===== config.mk =====
export PLATFORM = sky130hd
export DESIGN_NAME = rv64g_l2_dir_ctrl
export DESIGN_NICKNAME = d
export VERILOG_FILES = /design/src/rtl/rv64g_l2_dir_ctrl.sv
export SDC_FILE = /design/constraint.sdc
export NUM_CORES = 1
export LEC_CHECK = 0
export BUFFER_PORTS_ARGS = -buffer_cell sky130_fd_sc_hd__buf_2
export CAP_MARGIN = 10
export CORE_MARGIN = 2
export CORE_UTILIZATION = 44
export DETAILED_ROUTE_END_ITERATION = 8
export PLACE_DENSITY = 0.82
export SYNTH_ARGS = -nofsm -noshare
export SYNTH_HDL_FRONTEND = slang
export SYNTH_SLANG_ARGS = --single-unit

===== constraint.sdc =====
create_clock -name clk -period 2.91 [get_ports clk]
set_input_delay 0.1455 -clock clk [delete_from_list [all_inputs] [get_ports clk]]
set_output_delay 0.1455 -clock clk [all_outputs]
set_load 0.01 [all_outputs]

===== src/rtl/rv64g_l2_dir_ctrl.sv =====
// rtl/rv64g_l2_dir_ctrl.sv - L2 coherence directory request sequencer and round-robin arbiter
module rv64g_l2_dir_ctrl #(
  parameter int SETS  = 256,
  parameter int WAYS  = 16,
  parameter int CORES = 4,
  parameter int REQS  = 3
) (
  input  logic                          clk,
  input  logic                          rst_n,
  input  logic [REQS-1:0]               req_valid_i,
  output logic [REQS-1:0]               req_ready_o,
  input  logic [REQS*2-1:0]             req_op_i,
  input  logic [REQS*$clog2(SETS)-1:0]  req_set_i,
  input  logic [REQS*$clog2(WAYS)-1:0]  req_way_i,
  input  logic [REQS*$clog2(CORES)-1:0] req_core_i,
  output logic [$clog2(SETS)-1:0]       dir_rd_set_o,
  input  logic [WAYS-1:0]               dir_rd_valid_i,
  input  logic [WAYS*CORES-1:0]         dir_rd_sharers_i,
  input  logic [WAYS-1:0]               dir_rd_owner_valid_i,
  input  logic [WAYS*$clog2(CORES)-1:0] dir_rd_owner_id_i,
  input  logic [WAYS-1:0]               dir_rd_dirty_i,
  output logic                          dir_we_o,
  output logic [$clog2(SETS)-1:0]       dir_wr_set_o,
  output logic [$clog2(WAYS)-1:0]       dir_wr_way_o,
  output logic                          dir_wr_valid_o,
  output logic [CORES-1:0]              dir_wr_sharers_o,
  output logic                          dir_wr_owner_valid_o,
  output logic [$clog2(CORES)-1:0]      dir_wr_owner_id_o,
  output logic                          dir_wr_dirty_o,
  output logic                          rsp_valid_o,
  input  logic                          rsp_ready_i,
  output logic [((REQS > 1) ? $clog2(REQS) : 1)-1:0] rsp_req_id_o,
  output logic [CORES-1:0]              rsp_probe_mask_o,
  output logic                          rsp_prev_valid_o,
  output logic                          rsp_prev_dirty_o
);
  localparam int SW = $clog2(SETS);
  localparam int WW = $clog2(WAYS);
  localparam int CW = $clog2(CORES);
  localparam int RW = (REQS > 1) ? $clog2(REQS) : 1;

  typedef enum logic [1:0] {IDLE, READ, WRITE, RESP} state_t;
  state_t state_q, state_d;

  logic [RW-1:0]    rr_q, gnt, id_q;
  logic             any_req;
  logic [1:0]       op_q;
  logic [SW-1:0]    set_q;
  logic [WW-1:0]    way_q;
  logic [CW-1:0]    core_q;

  logic             e_v, e_ov, e_d;
  logic [CORES-1:0] e_sh, core_oh, own_oh, holders;
  logic [CW-1:0]    e_oid;
  logic             n_v, n_ov, n_d;
  logic [CORES-1:0] n_sh, mask_d;
  logic [CW-1:0]    n_oid;

  logic             wr_v_q, wr_ov_q, wr_d_q, prev_v_q, prev_d_q;
  logic [CORES-1:0] wr_sh_q, mask_q;
  logic [CW-1:0]    wr_oid_q;

  // Round-robin pick: first pending requester at or after the pointer
  always_comb begin
    any_req = 1'b0;
    gnt     = '0;
    for (int i = 0; i < REQS; i++) begin
      if (!any_req && req_valid_i[(int'(rr_q) + i) % REQS]) begin
        any_req = 1'b1;
        gnt     = RW'((int'(rr_q) + i) % REQS);
      end
    end
  end

  // State register
  always_ff @(posedge clk) begin
    if (!rst_n) state_q <= IDLE;
    else        state_q <= state_d;
  end

  // Next state and handshake strobes; strobes are masked while reset is held
  always_comb begin
    state_d     = state_q;
    req_ready_o = '0;
    dir_we_o    = 1'b0;
    rsp_valid_o = 1'b0;
    case (state_q)
      IDLE: if (any_req) begin
        req_ready_o = REQS'(rst_n) << gnt;
        state_d     = READ;
      end
      READ:  state_d = WRITE;
      WRITE: begin
        dir_we_o = rst_n;
        state_d  = RESP;
      end
      RESP: begin
        rsp_valid_o = rst_n;
        if (rsp_ready_i) state_d = IDLE;
      end
      default: state_d = IDLE;
    endcase
  end

  // Next directory entry and probe mask from the addressed way of the read set
  always_comb begin
    e_v     = dir_rd_valid_i[way_q];
    e_sh    = e_v ? dir_rd_sharers_i[int'(way_q)*CORES +: CORES] : '0;
    e_ov    = e_v & dir_rd_owner_valid_i[way_q];
    e_oid   = e_v ? dir_rd_owner_id_i[int'(way_q)*CW +: CW] : '0;
    e_d     = e_v & dir_rd_dirty_i[way_q];
    core_oh = CORES'(1) << core_q;
    own_oh  = CORES'(1) << e_oid;
    holders = e_sh | (e_ov ? own_oh : '0);
    n_v     = e_v;
    n_sh    = e_sh;
    n_ov    = e_ov;
    n_oid   = e_oid;
    n_d     = e_d;
    mask_d  = '0;
    case (op_q)
      2'd0: begin
        n_v = 1'b1;
        if (e_ov && (e_oid != core_q)) begin
          mask_d = own_oh;
          n_sh   = own_oh | core_oh;
          n_ov   = 1'b0;
          n_d    = 1'b0;
        end else if (!e_ov) begin
          n_sh = e_sh | core_oh;
        end
      end
      2'd1: begin
        mask_d = holders & ~core_oh;
        n_v    = 1'b1;
        n_sh   = '0;
        n_ov   = 1'b1;
        n_oid  = core_q;
        n_d    = 1'b1;
      end
      2'd2: begin
        n_sh = e_sh & ~core_oh;
        if (e_ov && (e_oid == core_q)) begin
          n_ov = 1'b0;
          n_d  = 1'b0;
        end
      end
      default: begin
        mask_d = holders;
        n_v    = 1'b0;
        n_sh   = '0;
        n_ov   = 1'b0;
        n_oid  = '0;
        n_d    = 1'b0;
      end
    endcase
  end

  // Grant capture, rr pointer, and the read-modify result held through write and response
  always_ff @(posedge clk) begin
    if (!rst_n) begin
      rr_q <= '0;  id_q <= '0;  op_q <= '0;  set_q <= '0;  way_q <= '0;  core_q <= '0;
      wr_v_q <= 1'b0;  wr_sh_q <= '0;  wr_ov_q <= 1'b0;  wr_oid_q <= '0;  wr_d_q <= 1'b0;
      mask_q <= '0;  prev_v_q <= 1'b0;  prev_d_q <= 1'b0;
    end else if (state_q == IDLE && any_req) begin
      rr_q   <= RW'((int'(gnt) + 1) % REQS);
      id_q   <= gnt;
      op_q   <= req_op_i[int'(gnt)*2 +: 2];
      set_q  <= req_set_i[int'(gnt)*SW +: SW];
      way_q  <= req_way_i[int'(gnt)*WW +: WW];
      core_q <= req_core_i[int'(gnt)*CW +: CW];
    end else if (state_q == READ) begin
      wr_v_q   <= n_v;
      wr_sh_q  <= n_sh;
      wr_ov_q  <= n_ov;
      wr_oid_q <= n_oid;
      wr_d_q   <= n_d;
      mask_q   <= mask_d;
      prev_v_q <= e_v;
      prev_d_q <= e_d;
    end
  end

  assign dir_rd_set_o         = set_q;
  assign dir_wr_set_o         = set_q;
  assign dir_wr_way_o         = way_q;
  assign dir_wr_valid_o       = wr_v_q;
  assign dir_wr_sharers_o     = wr_sh_q;
  assign dir_wr_owner_valid_o = wr_ov_q;
  assign dir_wr_owner_id_o    = wr_oid_q;
  assign dir_wr_dirty_o       = wr_d_q;
  assign rsp_req_id_o         = id_q;
  assign rsp_probe_mask_o     = mask_q;
  assign rsp_prev_valid_o     = prev_v_q;
  assign rsp_prev_dirty_o     = prev_d_q;
endmodule


==> run summary, run 1 <==
Clk slew on worst S/H paths - 0.08 ns
P_sw - 2230 uW
DRT Wirelength - 13.2 mm
Post-route setup TNS - 0 ns
Fmax - 359 MHz
Fin. Hold Viols - 0
Top-area cell type share of the netlist area - 0.218
Initial antenna violation count - 0
CTS buffer count - 5
First-pass GRT wire length - 19.7 mm
Pwr dens - 918 mW/mm^2
DRC viols - 0
1st-iter DRT viols - 284
Final net count - 854
Period utilisation layout - 0.958
Seq/Total Area, Yosys - 0.199
Die ar. - 0.00921 mm^2
Routed via count - 4,305
Layout cells sized above 1 - 0.481
Clock tree root buffer cell - clkbuf_8
RePlAce Congestion - 0.925
DR vias/cell - 5.71
Avg WL per Cell - 17.5 um
Hold Path Class - in -> reg
FF+latch area - 744 um^2
Flops & latches, synth - 37
Setup slack at placement - 0.197 ns
Pleak - 0.00236 uW
H-tree Lvls - 2
Number of I/O pins - 240
Ys flop type - dfxtp_1
Crit Path Max Fanout - 9
Dominant cell type by area after synthesis - mux4_2
Mapped Cells - 429
Most area-consuming cells after synthesis - mux4_2, dfxtp_1, mux2i_1
Post-synth ARST share - 0
Initial DRT Pass Iterations - 5
Critical path class - reg -> reg
Clk Latency, worst-skew pair - 0.29 ns
Combinational Power Share - 0.710
Post-synthesis cell area - 0.00372 mm^2
Worst Skew - 0.0122 ns
Post-synth top cells - nand2_1, dfxtp_1, mux4_2, a21oi_1, nor2_1
Syn-to-layout area delta - 36.0%
# rows - 33
Seq pwr share - 0.212
Starting density of the core - 0.453
Area of the multi-input gates - 0.00273 mm^2
Status - complete, no violations
Count of cell types in the netlist - 51
Die width - 96.0 um
Num Clock Sinks - 37
Placeable Area - 0.00822 mm^2
Final setup viols - 0
Pin count of the biggest net entering global routing - 37
Final slew viol count - 0
Syn avg cell area - 8.68 um^2
Die Height - 96.0 um
Total power - 4650 uW
Critical Path RT - 3.13 ns
# port buffers - 239
IR drop worst, VDD - 0.000406 V
Syn nets - 635
Gr ovfl total - 0
Switch share - 0.480
Vias in the first global route - 4,155
Most common cell in the synthesized netlist - nand2_1
Final worst path period need - 2.79 ns
CTS tree - built
Startpoint types - register
Max-cap violations - 0
Slew HR - 0.398
YS warnings - 0
Least-Margin Pin Slew - 0.903 ns
Detail Placement HPWL - 10.9 mm
Clock power share - 0.078
EDFF count, synth - 0
GRT Util Overall - 0.274
Worst setup EP type - register
Crit path DAT - 3.01 ns
Filler cell count - 755
Post-layout worst setup margin - 0.121 ns
Detail Route Antenna Nets - 0
Deepest clock path buffer count - 2
Pint - 2420 uW
RSZ-0062 raised after global routing - no
[path summary, 6_finish.rpt]
| check | to | startpoint | slack [ns] | cells after the start |
|---|---|---|---|---|
| min | dir_rd_set_o[3]$_SDFFE_PN0P_ | req_set_i[19] | 0.18 | 3 |
| max reg2reg | dir_wr_sharers_o[2]$_SDFFE_PN0P_ | dir_wr_way_o[1]$_SDFFE_PN0P_ | 0.12 | 7 |
| min reg2reg | dir_rd_set_o[6]$_SDFFE_PN0P_ | dir_rd_set_o[6]$_SDFFE_PN0P_ | 0.48 | 2 |
| max | dir_wr_sharers_o[2]$_SDFFE_PN0P_ | dir_wr_way_o[1]$_SDFFE_PN0P_ | 0.12 | 7 |
[power by group through the flow]
| stage | clock [uW] | sequential, uW | combinational [uW] |
|---|---|---|---|
| global route | 398 | 1020 | 3590 |
| global placement | 0 | 985 | 3190 |
| floorplan | 0 | 911 | 2430 |
| finish | 363 | 987 | 3300 |
| CTS | 378 | 983 | 3260 |
| detailed placement | 0 | 994 | 3260 |
[flip-flops by register name, summed over array words and instances (netlist names)]
| register | count |
|---|---|
| dir_wr_owner_id_o | 2 |
| rsp_probe_mask_o | 4 |
| dir_wr_dirty_o | 1 |
| rsp_prev_valid_o | 1 |
| dir_wr_owner_valid_o | 1 |
| dir_wr_valid_o | 1 |
| rr_q | 2 |
| dir_rd_set_o | 8 |
| dir_wr_sharers_o | 4 |
| dir_wr_way_o | 4 |
| rsp_req_id_o | 2 |
| rsp_prev_dirty_o | 1 |
| op_q | 2 |
| core_q | 2 |
| state_q | 2 |
[final cells by class]
cell class	count	share of cell area
antenna	1	0.000494
multi-input combinational	334	0.538
inverter	15	0.0111
timing repair buffer	255	0.260
sequential	37	0.147
clock buffer	7	0.0170
tap	105	0.0259
[cell families (layout without fill, tap and decap cells)]
family / count (synthesis) / count (layout) / share of synthesized area
flops: 37 / 37 / 0.199
mux: 71 / 71 / 0.322
simple gates: 142 / 142 / 0.175
compound gates: 108 / 108 / 0.187
xor+xnor: 3 / 3 / 0.0121
buf+inv: 58 / 277 / 0.0729
fa+ha+maj: 10 / 10 / 0.0323
other cells: 0 / 1 / 0
[metrics by stage]
stage | hold slack [ns] | instances | util | area, um^2
after global placement | 0.456 | 746 | 0.605 | 4970
after CTS | 0.165 | 753 | 0.615 | 5060
final | 0.176 | 754 | 0.616 | 5060
after global routing | 0.177 | 753 | 0.616 | 5060
after detailed placement | 0.466 | 746 | 0.605 | 4970
after floorplan | 0.365 | 429 | - | 3720
[what timing repair did]
item,4_1_cts,5_1_grt
setup buffers,0,0
setup endpoints to repair,0,3
resized for setup,0,3
hold buffers,0,0
[routing by layer]
metal  global-route usage  part of all wire  vias up
li1                     -                 -     2060
met1                0.350              0.41     2022
met2                0.487              0.51      201
met3               0.0439             0.066       22
met4               0.0548             0.013        0
met5                    0                 0        -
[cell usage in the layout (no fill, tap or decap), types with 3 or more instances in the layout]
cell type / count
a21oi_1: 32
a22o_1: 3
a311oi_1: 3
a31oi_1: 6
and2_1: 3
and3_1: 5
buf_2: 239
buf_4: 16
clkbuf_8: 6
dfxtp_1: 34
dfxtp_2: 3
ha_1: 8
inv_1: 13
mux2_2: 4
mux2i_1: 29
mux4_2: 36
nand2_1: 57
nand2b_1: 5
nand3_1: 10
nand4_1: 9
nor2_1: 30
nor2b_1: 4
nor3_1: 8
o211ai_1: 23
o21ai_0: 18
o22ai_1: 5
or3_1: 4
[worst max-delay path, cell delays in order, from the launching register on]
cell,delay (ns)
dfxtp_2,0.48
mux4_1,0.62
a22o_1,0.21
a221o_2,0.38
xnor2_4,0.18
a311oi_1,0.17
or4_1,0.51
a31oi_1,0.17
Power figures use the tool's default switching activity.
==> run 2, diff against run 1 <==
CELL_PAD_IN_SITES_DETAIL_PLACEMENT = 1   (was unset)
CELL_PAD_IN_SITES_GLOBAL_PLACEMENT = 2   (was unset)
CORE_UTILIZATION = 23   (was 44)
PLACE_DENSITY = 0.81   (was 0.82)
SETUP_SLACK_MARGIN = 0.02   (was unset)
==> run 2 against run 1 <==
Net effect: sequential power is essentially flat; register-to-register slack better by 0.13 ns; flip-flop and latch count did not move; non-clock buffer count did not move; clock power is 97% higher; critical path type is now reg -> out; critical endpoint is now req_ready_o[0]; largest cell class unchanged; highest routed layer unchanged.
==> run summary, run 2 (synthesized netlist as in run 1, its figures left out) <==
Status - complete, no violations
DRC viols - 0 (unchanged)
Worst Skew - 0.00399 ns (-0.00825 ns)
WHS Path Cells - 3 (unchanged)
Crit path DAT - 2.53 ns (-0.48 ns)
Most frequent cells in the layout - buf_2, nand2_1, mux4_2
Diodes inserted - 0 (-1)
CP cell instances - inv_1 > ha_1 > maj3_1 > a221oi_2 > and2_1 > nand3_1 > nor2_1 > buf_2
RePlAce Congestion - 0.878 (-5.1%)
Die Height - 131 um (+37%)
Layout cells sized above 1 - 0.482 (+0.000799)
Commonest non-fill, non-tap cell in the layout - buf_2
Initial DRT Pass Iterations - 4 (-1)
CTS tree - built
Fin. Hold Viols - 0 (unchanged)
DR vias/cell - 4.97 (-13%)
# rows - 46 (+39%)
Avg WL per Cell - 18.0 um (+2.9%)
Startpoint types - register
Post-route setup TNS - 0 ns (unchanged)
Max-cap violations - 0 (unchanged)
Largest delay share family, worst path - adder cells
Period utilisation layout - 0.919 (-0.0397)
FF-to-FF path depth - 7 (unchanged)
CP Depth - 8 (+1)
Die ar. - 0.0172 mm^2 (+87%)
Deepest clock path buffer count - 2 (unchanged)
Total power - 5190 uW (+12%)
CTS buffer count - 5 (unchanged)
Placeable Area - 0.0158 mm^2 (+93%)
Initial antenna violation count - 0 (unchanged)
Starting density of the core - 0.235 (-0.218)
Pwr dens - 970 mW/mm^2 (+5.7%)
Worst setup EP type - output pin
DRT Wirelength - 15.6 mm (+18%)
Clk slew on worst S/H paths - 0.06 ns (-0.02 ns)
# port buffers - 239 (unchanged)
Die width - 131 um (+37%)
Clk Latency, worst-skew pair - 0.28 ns (about the same)
Detail Placement HPWL - 12.9 mm (+18%)
First-pass GRT wire length - 24.2 mm (+22%)
Num Clock Sinks - 37 (unchanged)
Least-Margin Pin Slew - 0.995 ns (+0.0924 ns)
Slew HR - 0.336 (-0.0616)
Gr ovfl total - 0 (unchanged)
Number of I/O pins - 240 (unchanged)
Final worst path period need - 2.67 ns (-0.115 ns)
Fmax - 374 MHz (+4.3%)
Routed via count - 4,301 (-0.093%)
RSZ-0062 raised after global routing - no
Detail Route Antenna Nets - 0 (unchanged)
Final slew viol count - 0 (unchanged)
Critical-path top delay cell - maj3_1
Final setup viols - 0 (unchanged)
1st-iter DRT viols - 149 (-48%)
Max FFs per register - 8 (unchanged)
Buf+Inv Stages, Crit Path - 2 (+2)
Vias in the first global route - 4,670 (+12%)
CP peak stage delay - 0.40 ns (-0.22 ns)
Critical Path RT - 2.76 ns (-0.37 ns)
GRT Util Overall - 0.174 (-0.100)
Pleak - 0.00242 uW (+2.6%)
IR drop worst, VDD - 0.000337 V (-17%)
Final net count - 854 (unchanged)
Hold Path Class - in -> reg
Crit Path Max Fanout - 7 (-2)
Hold Slack - 0.185 ns (+0.00962 ns)
Syn-to-layout area delta - 43.7%
Critical path class - reg -> out
Pin count of the biggest net entering global routing - 37 (unchanged)
Clock tree root buffer cell - clkbuf_16
H-tree Lvls - 2 (unchanged)
run 2: worst register-to-register path, cell delays in order (launching register included):
cell and delay (ns):
dfxtp_4 0.44, mux4_2 0.52, a22o_1 0.26, a221o_2 0.38
xnor2_4 0.18, a311oi_1 0.16, or4_1 0.49, a31oi_1 0.16
run 2: final timing paths:
path | endpoint | startpoint | slack [ns]
setup / recovery | req_ready_o[0] | rr_q[0]$_SDFFE_PN0P_ | 0.24
hold / removal | dir_wr_way_o[0]$_SDFFE_PN0P_ | req_way_i[8] | 0.19
setup reg to reg | dir_wr_sharers_o[2]$_SDFFE_PN0P_ | dir_wr_way_o[1]$_SDFFE_PN0P_ | 0.25
hold reg to reg | dir_rd_set_o[6]$_SDFFE_PN0P_ | dir_rd_set_o[6]$_SDFFE_PN0P_ | 0.48
run 2: routing by layer:
layer	wire (um)	up-vias	track usage
li1	-	2065	-
met1	6440	2057	0.207
met2	8090	155	0.326
met3	696	24	0.0243
met4	335	0	0.0459
met5	0	-	0
run 2: layout make-up:
cell class | count | area [um^2]
fill | 1946 | 10500
multi-input combinational | 334 | 2730
timing repair buffer | 255 | 1360
sequential | 37 | 747
tap | 216 | 270
clock buffer | 5 | 125
clock inverter | 3 | 65.1
inverter | 15 | 56.3
run 2: per-stage QoR:
step / instances / utilization / instance area, um^2 / worst slack, ns
finish: 865 / 0.338 / 5350 / 0.236
global route: 865 / 0.338 / 5350 / 0.0780
CTS: 862 / 0.335 / 5300 / 0.0834
detailed placement: 854 / 0.323 / 5110 / 0.166
global placement: 854 / 0.323 / 5110 / 0.226
floorplan: 429 / - / 3720 / 0.295
run 2: repair_timing:
| item | 4_1_cts | 5_1_grt |
|---|---|---|
| resized for setup | 0 | 2 |
| setup endpoints to repair | 0 | 6 |
| setup buffers | 0 | 2 |
| hold buffers | 0 | 0 |
run 2: power breakdown:
part	leakage [uW]	internal [uW]	switching, uW
sequential	0.000305	710	293
clock	0.0000938	490	226
combinational	0.00202	1580	1890
total	0.00242	2780	2410
==> run 3, diff against run 2 <==
CORE_ASPECT_RATIO = 0.7   (was unset)
==> run 3 against run 2 <==
Net effect: register-to-register slack about the same; combinational power about the same; non-clock buffer count up 2; critical path type is now reg -> reg; highest routed layer unchanged.
==> run summary, run 3 (synthesized netlist as in run 1, its figures left out) <==
Deepest clock path buffer count - 2 (unchanged)
R2r setup slk - 0.26 ns (about the same)
DR vias/cell - 5.05 (+1.6%)
FF-to-FF path depth - 7 (unchanged)
Starting density of the core - 0.238 (+0.00279)
Gr ovfl total - 0 (unchanged)
Num Clock Sinks - 37 (unchanged)
Period utilisation layout - 0.910 (-0.00897)
H-tree Lvls - 2 (unchanged)
Final setup viols - 0 (unchanged)
Fmax - 378 MHz (+0.99%)
Clk slew on worst S/H paths - 0.06 ns (about the same)
Pint - 2680 uW (-3.8%)
Detail Placement HPWL - 13.7 mm (+6.0%)
Status - complete, no violations
Switch share - 0.478 (+0.0133)
Max FFs per register - 8 (unchanged)
Final worst path period need - 2.65 ns (-0.0261 ns)
# port buffers - 239 (unchanged)
Crit path capture - dir_wr_sharers_o[0]$_SDFFE_PN0P_
Combinational Power Share - 0.676 (+0.007)
Die ar. - 0.0172 mm^2 (about the same)
RePlAce Congestion - 0.884 (+0.66%)
Worst setup EP type - register
CTS tree - built
CTS buffer count - 5 (unchanged)
Crit path DAT - 2.86 ns (+0.33 ns)
Pwr dens - 966 mW/mm^2 (-0.44%)
Pin count of the biggest net entering global routing - 35 (-5.4%)
GRT Util Overall - 0.184 (+0.0103)
Final net count - 856 (+0.23%)
Layout cells sized above 1 - 0.485 (+0.00313)
Crit Path Max Fanout - 6 (-1)
# rows - 38 (-17%)
Die width - 156 um (+19%)
Hold Path Class - in -> reg
Least-Margin Pin Slew - 0.936 ns (-0.0591 ns)
Seq pwr share - 0.199 (+0.006)
Clock tree root buffer cell - clkbuf_16
Critical Path RT - 3.12 ns (+0.36 ns)
R2R Path End - dir_wr_sharers_o[0]$_SDFFE_PN0P_
Initial antenna violation count - 4 (+4)
Die Height - 110 um (-16%)
Routed via count - 4,320 (+0.44%)
Syn-to-layout area delta - 42.3%
IR drop worst, VDD - 0.000257 V (-24%)
Setup crit start - dir_wr_way_o[1]$_SDFFE_PN0P_
Most frequent cells in the layout - buf_2, nand2_1, mux4_2
Slew HR - 0.375 (+0.0394)
First-pass GRT wire length - 25.3 mm (+4.7%)
Post-layout worst setup margin - 0.262 ns (+0.0261 ns)
Start of the worst register-to-register path - dir_wr_way_o[1]$_SDFFE_PN0P_
P_sw - 2450 uW (+1.5%)
Number of I/O pins - 240 (unchanged)
Post-route setup TNS - 0 ns (unchanged)
DRT Wirelength - 16.1 mm (+3.4%)
Fin. Hold Viols - 0 (unchanged)
Startpoint types - register
Worst Skew - 0.00698 ns (+0.00299 ns)
Max-cap violations - 0 (unchanged)
DRC viols - 0 (unchanged)
Placeable Area - 0.0156 mm^2 (-1.2%)
Filler cell count - 1,889 (-2.9%)
Avg WL per Cell - 18.8 um (+4.6%)
Clock power share - 0.125 (-0.013)
Pleak - 0.00241 uW (-0.54%)
Detail Route Antenna Nets - 0 (unchanged)
Commonest non-fill, non-tap cell in the layout - buf_2
Clk Latency, worst-skew pair - 0.28 ns (about the same)
Initial DRT Pass Iterations - 4 (unchanged)
Final slew viol count - 0 (unchanged)
Critical path class - reg -> reg
Vias in the first global route - 4,751 (+1.7%)
RSZ-0062 raised after global routing - no
Setup slack at placement - 0.270 ns (+0.105 ns)
1st-iter DRT viols - 184 (+23%)
## run 3: final cells by class
type	instances	area (um^2)	area share
antenna	4	10.0	0.00189
inverter	15	56.3	0.0106
tap	200	250	0.0472
timing repair buffer	257	1340	0.252
sequential	37	747	0.141
clock inverter	3	46.3	0.00873
clock buffer	5	125	0.0236
multi-input combinational	334	2730	0.515
## run 3: routing by layer
metal  wire [um]  track usage  vias up
met1        7070        0.239     2065
met3        1020       0.0385       23
met5           0            0        -
met4         292       0.0502        0
li1            -            -     2071
met2        7700        0.309      161
## run 3: power groups by stage
stage / logic, uW / clock network, uW / registers (uW)
floorplan: 2430 / 0 / 911
global placement: 3360 / 0 / 1010
detailed placement: 3460 / 0 / 1020
CTS: 3460 / 653 / 1010
global route: 3820 / 680 / 1060
finish: 3460 / 640 / 1020
## run 3: repair_timing
action                     4_1_cts  5_1_grt
setup endpoints to repair        2        5
pin swaps                        0        0
hold buffers                     0        0
buffers inserted                 0        0
gates cloned                     0        0
gates resized for setup          1        5
## run 3: worst min-delay path by stage
stage,start,cells past startpoint,end
floorplan,req_core_i[4],2,core_q[0]$_SDFFE_PN0P_
global placement,dir_rd_set_o[6]$_SDFFE_PN0P_,2,dir_rd_set_o[6]$_SDFFE_PN0P_
detailed placement,rsp_probe_mask_o[3]$_SDFFE_PN0P_,2,rsp_probe_mask_o[3]$_SDFFE_PN0P_
CTS,req_set_i[17],3,dir_rd_set_o[1]$_SDFFE_PN0P_
global route,req_set_i[16],3,dir_rd_set_o[0]$_SDFFE_PN0P_
finish,req_set_i[17],3,dir_rd_set_o[1]$_SDFFE_PN0P_
## run 3: worst max-delay path: stages, from the launching register on
cell	delay [ns]
dfxtp_2	0.42
mux4_1	0.59
a22o_1	0.21
a221o_2	0.38
xnor2_4	0.16
a31oi_1	0.44
o21ai_0	0.19
a31oi_1	0.19
## run 3: through the flow
stage | cell area [um^2] | cells | utilization | total power (uW) | hold slack, ns
floorplan | 3720 | 429 | - | 3340 | 0.365
global placement | 5100 | 843 | 0.326 | 4370 | 0.454
detailed placement | 5100 | 843 | 0.326 | 4480 | 0.460
CTS | 5280 | 851 | 0.337 | 5130 | 0.171
global route | 5300 | 855 | 0.339 | 5560 | 0.196
finish | 5300 | 855 | 0.339 | 5120 | 0.174
